[src/rtl/midi_tx_arbiter_pkg.sv]
// Shared types and constants for the MIDI transmit arbiter.
package midi_tx_arbiter_pkg;

    localparam int unsigned NUM_REQ = 4;
    localparam int unsigned BYTE_W  = 8;
    localparam int unsigned IDX_W   = 2;
    localparam int unsigned CNT_W   = 8;

    typedef enum logic [1:0] {
        StIdle = 2'd0,
        StArb  = 2'd1,
        StXfer = 2'd2
    } state_e;

    // Requester index to one-hot grant/ack vector.
    function automatic logic [NUM_REQ-1:0] idx_to_onehot(input logic [IDX_W-1:0] idx);
        logic [NUM_REQ-1:0] oh;
        oh      = '0;
        oh[idx] = 1'b1;
        return oh;
    endfunction

endpackage

[src/rtl/midi_tx_arbiter_rr_pick4.sv]
// Combinational round-robin winner selection over four requesters.
module rr_pick4
    import midi_tx_arbiter_pkg::*;
(
    input  logic [NUM_REQ-1:0] req_i,
    input  logic [IDX_W-1:0]   ptr_i,
    output logic               valid_o,
    output logic [IDX_W-1:0]   idx_o
);

    logic [IDX_W-1:0] cand;

    // First requesting index at or above the pointer, wrapping 3 -> 0.
    always_comb begin
        valid_o = 1'b0;
        idx_o   = ptr_i;
        cand    = ptr_i;
        for (int unsigned k = 0; k < NUM_REQ; k++) begin
            cand = ptr_i + IDX_W'(k);
            if (!valid_o && req_i[cand]) begin
                valid_o = 1'b1;
                idx_o   = cand;
            end
        end
    end

endmodule

[src/rtl/midi_tx_arbiter.sv]
// Four-way message-granular arbiter feeding one shared MIDI UART transmitter.
// A granted requester keeps the transmitter until its last byte goes out or it
// idles for TIMEOUT_TICKS timebase ticks mid-message.
module midi_tx_arbiter
    import midi_tx_arbiter_pkg::*;
#(
    parameter int unsigned TIMEOUT_TICKS = 255
) (
    input  logic                      clk,
    input  logic                      rst,
    input  logic                      clk_en,
    input  logic [NUM_REQ-1:0]        req,
    input  logic [NUM_REQ*BYTE_W-1:0] data,
    input  logic [NUM_REQ-1:0]        last,
    output logic [NUM_REQ-1:0]        ack,
    output logic [NUM_REQ-1:0]        grant,
    output logic                      tx_valid,
    output logic [BYTE_W-1:0]         tx_data,
    input  logic                      tx_ready,
    output logic                      timeout_err
);

    localparam logic [CNT_W-1:0] TimeoutCnt = CNT_W'(TIMEOUT_TICKS);

    state_e             state_q;
    logic [IDX_W-1:0]   ptr_q;
    logic [IDX_W-1:0]   owner_q;
    logic [NUM_REQ-1:0] grant_q;
    logic [CNT_W-1:0]   idle_cnt_q;
    logic               timeout_err_q;

    logic               pick_valid;
    logic [IDX_W-1:0]   pick_idx;
    logic [BYTE_W-1:0]  byte_arr [NUM_REQ];

    logic               in_xfer;
    logic               owner_req;
    logic               owner_last;
    logic               xfer_fire;
    logic [CNT_W-1:0]   idle_cnt_d;
    logic               timeout_hit;

    for (genvar g = 0; g < NUM_REQ; g++) begin : g_bytes
        assign byte_arr[g] = data[g*BYTE_W +: BYTE_W];
    end

    rr_pick4 u_pick (
        .req_i   (req),
        .ptr_i   (ptr_q),
        .valid_o (pick_valid),
        .idx_o   (pick_idx)
    );

    // Datapath to the transmitter and the transfer/idle-tick decode.
    always_comb begin
        in_xfer     = (state_q == StXfer);
        owner_req   = req[owner_q];
        owner_last  = last[owner_q];
        tx_valid    = in_xfer & owner_req;
        tx_data     = in_xfer ? byte_arr[owner_q] : '0;
        xfer_fire   = tx_valid & tx_ready;
        ack         = xfer_fire ? idx_to_onehot(owner_q) : '0;
        idle_cnt_d  = idle_cnt_q + CNT_W'(1);
        // owner_req low here, so a reasserting owner always clears instead.
        timeout_hit = in_xfer & ~owner_req & clk_en & (idle_cnt_d == TimeoutCnt);
    end

    assign grant       = grant_q;
    assign timeout_err = timeout_err_q;

    // Arbitration FSM with registered grant, pointer, idle counter and timeout pulse.
    always_ff @(posedge clk) begin
        if (rst) begin
            state_q       <= StIdle;
            ptr_q         <= '0;
            owner_q       <= '0;
            grant_q       <= '0;
            idle_cnt_q    <= '0;
            timeout_err_q <= 1'b0;
        end else begin
            timeout_err_q <= 1'b0;
            unique case (state_q)
                StIdle: begin
                    grant_q <= '0;
                    if (|req) begin
                        state_q <= StArb;
                    end
                end
                StArb: begin
                    idle_cnt_q <= '0;
                    if (pick_valid) begin
                        owner_q <= pick_idx;
                        grant_q <= idx_to_onehot(pick_idx);
                        state_q <= StXfer;
                    end else begin
                        state_q <= StIdle;
                    end
                end
                StXfer: begin
                    if (xfer_fire && owner_last) begin
                        state_q    <= StIdle;
                        grant_q    <= '0;
                        ptr_q      <= owner_q + IDX_W'(1);
                        idle_cnt_q <= '0;
                    end else if (timeout_hit) begin
                        state_q       <= StIdle;
                        grant_q       <= '0;
                        ptr_q         <= owner_q + IDX_W'(1);
                        idle_cnt_q    <= '0;
                        timeout_err_q <= 1'b1;
                    end else if (xfer_fire || owner_req) begin
                        idle_cnt_q <= '0;
                    end else if (clk_en) begin
                        idle_cnt_q <= idle_cnt_d;
                    end
                end
                default: begin
                    state_q <= StIdle;
                    grant_q <= '0;
                end
            endcase
        end
    end

endmodule

[config.mk]
export PLATFORM = sky130hd
export DESIGN_NAME = midi_tx_arbiter
export DESIGN_NICKNAME = d
export VERILOG_FILES = /design/src/rtl/midi_tx_arbiter_pkg.sv /design/src/rtl/midi_tx_arbiter_rr_pick4.sv /design/src/rtl/midi_tx_arbiter.sv
export SDC_FILE = /design/constraint.sdc
export NUM_CORES = 1
export LEC_CHECK = 0
export ABC_AREA = 0
export CORE_MARGIN = 8
export CORE_UTILIZATION = 44
export CTS_CLUSTER_DIAMETER = 120
export DETAILED_ROUTE_END_ITERATION = 8
export PLACE_DENSITY = 0.78
export SYNTH_ARGS = -nofsm -noshare
export SYNTH_HDL_FRONTEND = slang
export SYNTH_SLANG_ARGS = --single-unit
[constraint.sdc]
create_clock -name clk -period 2.43 [get_ports clk]
set_input_delay 0.3645 -clock clk [delete_from_list [all_inputs] [get_ports clk]]
set_output_delay 0.3645 -clock clk [all_outputs]
set_load 0.05 [all_outputs]
# ---- Yosys cells after proc, flatten, opt, wreduce, memory -nomap -nowiden
# Index checks and enable logic that the tools add are counted.
# W data, S select, Z words.
dict set report word_totals {
  regBits 19
  input_bits 44
  output_inout_bits 18
  elab_cells 100
}
dict set report classes {
  add_sub_neg 5
  magnitude_cmp 9
  eq_ne 7
  muxes 45
  bitwise_logic 8
  n_reduce_logical 20
}
# op count
set ops {}
lappend ops {{$mux W8} 7}
lappend ops {{$lt A2 B3 Y1 const B} 6}
lappend ops {{$mux W2} 9}
lappend ops {{$bmux W8 S2} 1}
lappend ops {{$mux W4} 4}
lappend ops {{$pmux W8 S2} 1}
lappend ops {{$mux W1} 13}
lappend ops {{$bmux W1 S2} 6}
lappend ops {{$reduce_and A2 Y1} 5}
lappend ops {{$add A8 B1 Y8 const B} 1}
lappend ops {{$eq A8 B8 Y1 const B} 1}
lappend ops {{$pmux W4 S2} 1}
lappend ops {{$logic_and A1 B1 Y1} 6}
lappend ops {{$pmux W2 S3} 1}
lappend ops {{$and A1 B1 Y1} 5}
lappend ops {{$ne A5 B2 Y1 const B} 1}
lappend ops {{$add A2 B1 Y2 const B} 2}
lappend ops {{$add A2 B2 Y2 const B} 2}
lappend ops {{$demux W1 S2} 2}
lappend ops {{$ge A2 B1 Y1 const B} 2}
lappend ops {{$ne A2 B2 Y1 const B} 2}
lappend ops {{$reduce_bool A2 Y1} 2}
lappend ops {{$reduce_or A4 Y1} 1}
lappend ops {{$ge A3 B3 Y1 const B} 1}
lappend ops {{9 further kinds} 12}

# ---- Depth between registers and ports, before layout
dict set report logic_depth {
  ltp_word 18
  depth_mapped 8
  depth_no_buf 8
}

# ---- Cells and area by module
# From an unflattened synthesis, not the netlist that was laid out.
dict set report hier_totals {
  cells_unflattened 176
  hier_area_um2 1550.2
}
# module instances cells_each area_per_inst_um2
set modules_own_cells {}
lappend modules_own_cells {midi_tx_arbiter 1 160 1453.9}
lappend modules_own_cells {rr_pick4 1 16 96.3}

# ---- Least setup slack after synthesis
# OpenSTA, ideal clock, no wires.
dict set report synth_timing {
  path_kind {flip-flop to flip-flop}
  start {reg owner_q[1]}
  end {reg state_q[0]}
  setup_ps 116
  arrival_time_ps 1978
  path_slack_ps 336
  path_stages_with_launch 6
  n_path_buf 0
  cell_sequence {dfxtp_1 > mux4_2 > and2_1 > a21boi_4 > or3_1 > and3_1}
}
dict set report synth_via {
  elab_cells_between_ends 15
  cone_classes {eq/ne (1); mux (6); bitwise (6); reduce/logical (2)}
}
# element line
set synth_lines {}
lappend synth_lines {{start: declaration} midi_tx_arbiter.sv:27} ;# logic [IDX_W-1:0] owner_q;
lappend synth_lines {{start signal: assignment} midi_tx_arbiter.sv:92} ;# owner_q <= pick_idx;
lappend synth_lines {{$bmux W1 S2 *} midi_tx_arbiter.sv:57} ;# owner_req = req[owner_q];
lappend synth_lines {{$mux W1 (not written as such) *} midi_tx_arbiter.sv:57}
lappend synth_lines {{$and A1 B1 Y1 *} midi_tx_arbiter.sv:59} ;# tx_valid = in_xfer & owner_req;
lappend synth_lines {{net tx_valid} midi_tx_arbiter.sv:17} ;# output logic tx_valid,
lappend synth_lines {{$and A1 B1 Y1 *} midi_tx_arbiter.sv:61} ;# xfer_fire = tx_valid & tx_ready;
lappend synth_lines {{$logic_and A1 B1 Y1 *} midi_tx_arbiter.sv:100} ;# if (xfer_fire && owner_last) begin
lappend synth_lines {{$mux W2 or $ne A3 B1 Y1 (tied branches)} -}
lappend synth_lines {{$pmux W2 S3 or $reduce_and A2 Y1 (tied branches)} -}
lappend synth_lines {{end signal: assignment} midi_tx_arbiter.sv:86} ;# state_q <= StArb;
lappend synth_lines {{end signal: assignment} midi_tx_arbiter.sv:101} ;# state_q <= StIdle;
lappend synth_lines {{end signal: assignment} midi_tx_arbiter.sv:106} ;# state_q <= StIdle;
lappend synth_lines {{end: declaration} midi_tx_arbiter.sv:25} ;# state_e state_q;
# Mark *: on every way through the listed nets, which the timed path passes. The rest lies on a longest branch. The select of a mux whose other input is x is not followed.
# A chain may end at the register's enable or synchronous reset.

# ---- Worst setup path after layout
dict set report layout_timing {
  start {in req[3]}
  end {out ack[3]}
}
dict set report layout_via {
  elab_chain_len 5
}
# element line
set layout_rtl {}
lappend layout_rtl {{start: declaration} midi_tx_arbiter.sv:12} ;# input logic [NUM_REQ-1:0] req,
lappend layout_rtl {{$bmux W1 S2} midi_tx_arbiter.sv:57}
lappend layout_rtl {{$mux W1 (not written as such)} midi_tx_arbiter.sv:57}
lappend layout_rtl {{$and A1 B1 Y1} midi_tx_arbiter.sv:59}
lappend layout_rtl {{$and A1 B1 Y1} midi_tx_arbiter.sv:61}
lappend layout_rtl {{$mux W4} midi_tx_arbiter.sv:62} ;# ack = xfer_fire ? idx_to_onehot(owner_q) : '0;
lappend layout_rtl {{end: declaration} midi_tx_arbiter.sv:15} ;# output logic [NUM_REQ-1:0] ack,
# Every way passes these cells. The select of a mux whose other input is x is not followed.

==> results.cfg <==
[floorplanning]
core.rowCount = 21
dieArea_um2 = 5743
ios = 62
die_h_um = 75.79
core_um2 = 3390
start_util_pct = 46.40
die_x_um = 75.79

[route]
wirelength_um = 4698
vias = 1634
drc = 0
first_iter_violations = 56
viasPerCell = 5.654
routedWlPerCell_um = 16.26
drtAntennaViolNets = 0
first_pass_iters = 4

[sta]
tns_ns = 0
fin_worst_skew_ns = 0.01079
timing.final.crit_share_pct = 94.58
hold_viol = 0
finalCriticalPeriod_ns = 2.298
rsz0062_at_grt = no
finalSetupViolations = 0
worst_slew_pin_slew_ns = 0.5334
max_freq_ghz = 0.4351
setup_slack_ns = 0.1317
drv_slew = 0
worst_slew_margin_rel_pct = 64.33

[synthesis]
synthTopCellsByArea = dfxtp_1 (24%), mux4_2 (14%), ha_1 (7.2%)
synth_cell_type_count = 48
synth_fa_ha_area_share_pct = 7.160
syn_nets = 228
yosys.area.top_type_share_pct = 24.18
synthArstFlopShare_pct = 0
synth_top_flop_cell = dfxtp_1
muxShareOfSynthArea_pct = 16.95
ys_seq_area_share_pct = 24.18
synth-compound-area-share_pct = 18.38
synth_top_cell_by_area = dfxtp_1
synth-xor-area-share_pct = 0.5569
synth_top_family_by_area = simple AND/OR/NAND/NOR gates
synthSimpleGateAreaFrac_pct = 28.00
synth_area_um2 = 1573
synthCells = 175
synth.ff_latch_count = 19
synth-edff-count = 0
syn_area_per_cell_um2 = 8.987
yosys_warnings = 0

[layout]
n_antenna_cell = 0
drive_gt1_share_pct = 18.93
area_delta_synth_final_pct = 45.03
nets = 297
nFillCells = 293

[power_and_ir_drop]
p_leak_uw = 0.0008686
vdd_ir_drop_max_uv = 342.5
power.density_nw_per_um2 = 375.0

[critical_path]
crit_required_ns = 2.07
cp_slowest_stage_delay_ns = 0.54
path_max_fanout = 5
cp-start-kind = primary input
cp-end-kind = primary output
path_cells = clkdlybuf4s50_1 > mux4_2 > and3_1 > and2_1 > buf_4
critPathSlowestCell = mux4_2
cp_top_family = buffers and inverters
critical_path_buf_inv_count = 2
critPathKind = in -> out
cp.arrival_ns = 1.93

[hold_path]
hp-class = reg -> reg

[clocking]
numCtsBuffers = 3
cts_tree = yes
cts_buffer_depth = 2
path_clk_slew_ns = 0.10
clockRootBuffer = clkbuf_4
cts_max_level = 1
clock_latency_ns = 0.29
cts_sinks = 19

[job]
max_cap_violations = 0

[global_route]
grt-ovfl-total = 0
grt_pass1_wl_um = 7093
grt.total_usage_pct = 15.79
grt_max_degree = 14
antenna_found_initial = 0
first_global_vias = 1490

[place]
place.gp.congestion = 0.8372
numPortBuffers = 61
place_ws_ns = 0.1004
post-dp-hpwl_um = 3947

[status]
outcome = complete, no violations
placed cells by master (no fill, tap or decap), types with 4 or more instances in the layout:
| master | n |
|---|---|
| clkdlybuf4s50_1 | 48 |
| buf_4 | 23 |
| nand4_1 | 5 |
| dfxtp_1 | 18 |
| ha_1 | 9 |
| nand2b_1 | 5 |
| nand2_1 | 10 |
| mux4_2 | 10 |
| and2_1 | 15 |
| inv_1 | 12 |
| a21oi_1 | 15 |
| a32o_1 | 4 |
| nor2_1 | 8 |
| nand3_1 | 5 |
| o21ai_0 | 4 |
| and3_1 | 4 |
area by class of cell:
type | count | area [µm²] | area share, %
multi-input combinational | 137 | 1117 | 48.99
clock buffer | 4 | 26.28 | 1.152
inverter | 12 | 45.04 | 1.975
tap | 46 | 57.56 | 2.523
timing repair buffer | 71 | 653.1 | 28.63
sequential | 19 | 381.6 | 16.73
stage by stage:
stage | instances | utilization [%] | hold WS [ns] | power (µW) | area, µm²
floorplan | 175 | - | 0.4877 | 550.8 | 1573
global placement | 285 | 66.48 | 0.4553 | 696.9 | 2253
detailed placement | 285 | 66.48 | 0.4551 | 702.3 | 2253
CTS | 289 | 67.26 | 0.4802 | 861.1 | 2280
global route | 289 | 67.29 | 0.5097 | 902.6 | 2281
finish | 289 | 67.29 | 0.4761 | 855.4 | 2281
final timing paths:
kind / from / slack (ns) / depth (start not counted) / to
max reg2reg: idle_cnt_q[0]$_SDFFE_PP0P_ / 0.32 / 7 / ptr_q[0]$_SDFFE_PP0P_
min reg2reg: grant[1]$_SDFFE_PP0P_ / 0.48 / 1 / grant[1]$_SDFFE_PP0P_
max: req[3] / 0.13 / 5 / ack[3]
min: grant[1]$_SDFFE_PP0P_ / 0.48 / 1 / grant[1]$_SDFFE_PP0P_
kinds of logic (layout without fill, tap and decap cells):
family	count (synthesis)	count (layout)
buffers and inverters	19	87
multiplexers	14	14
AND/OR/NAND/NOR	73	73
AO/OA/AOI/OAI	40	40
flip-flops	19	19
XOR/XNOR	1	1
adder cells (fa/ha/maj)	9	9
synth_stat cells, types with 5 or more instances:
master and instances:
nand4_1 5, mux4_2 10, dfxtp_1 19, inv_1 12
ha_1 9, nand2b_1 5, nand2_1 10, nand3_1 5
a21oi_1 15, and2_1 15, nor2_1 8
layer usage:
| metal | up-vias | GRT usage [%] | routed length [µm] |
|---|---|---|---|
| met4 | 0 | 3.412 | 19 |
| met3 | 2 | 4.737 | 664 |
| met2 | 69 | 26.05 | 2059 |
| met5 | - | 0 | 0 |
| met1 | 768 | 19.60 | 1955 |
| li1 | 795 | - | - |
where the power goes:
| part | switching (µW) | internal, µW |
|---|---|---|
| clock | 96.1 | 63.7 |
| sequential | 9.94 | 323 |
| combinational | 178 | 184 |
| total | 284 | 571 |
what timing repair did:
| item | 4_1_cts | 5_1_grt |
|---|---|---|
| hold buffers | 0 | 0 |
| setup endpoints to repair | 0 | 2 |
| hold endpoints to repair | 0 | 0 |
| buffers inserted | 0 | 0 |
| resized for setup | 0 | 1 |
flip-flops by register name, summed over array words and instances, names as in the netlist:
register	count
idle_cnt_q	8
grant	4
owner_q	2
ptr_q	2
state_q	2
timeout_err	1
(Power assumes the default switching activity.)
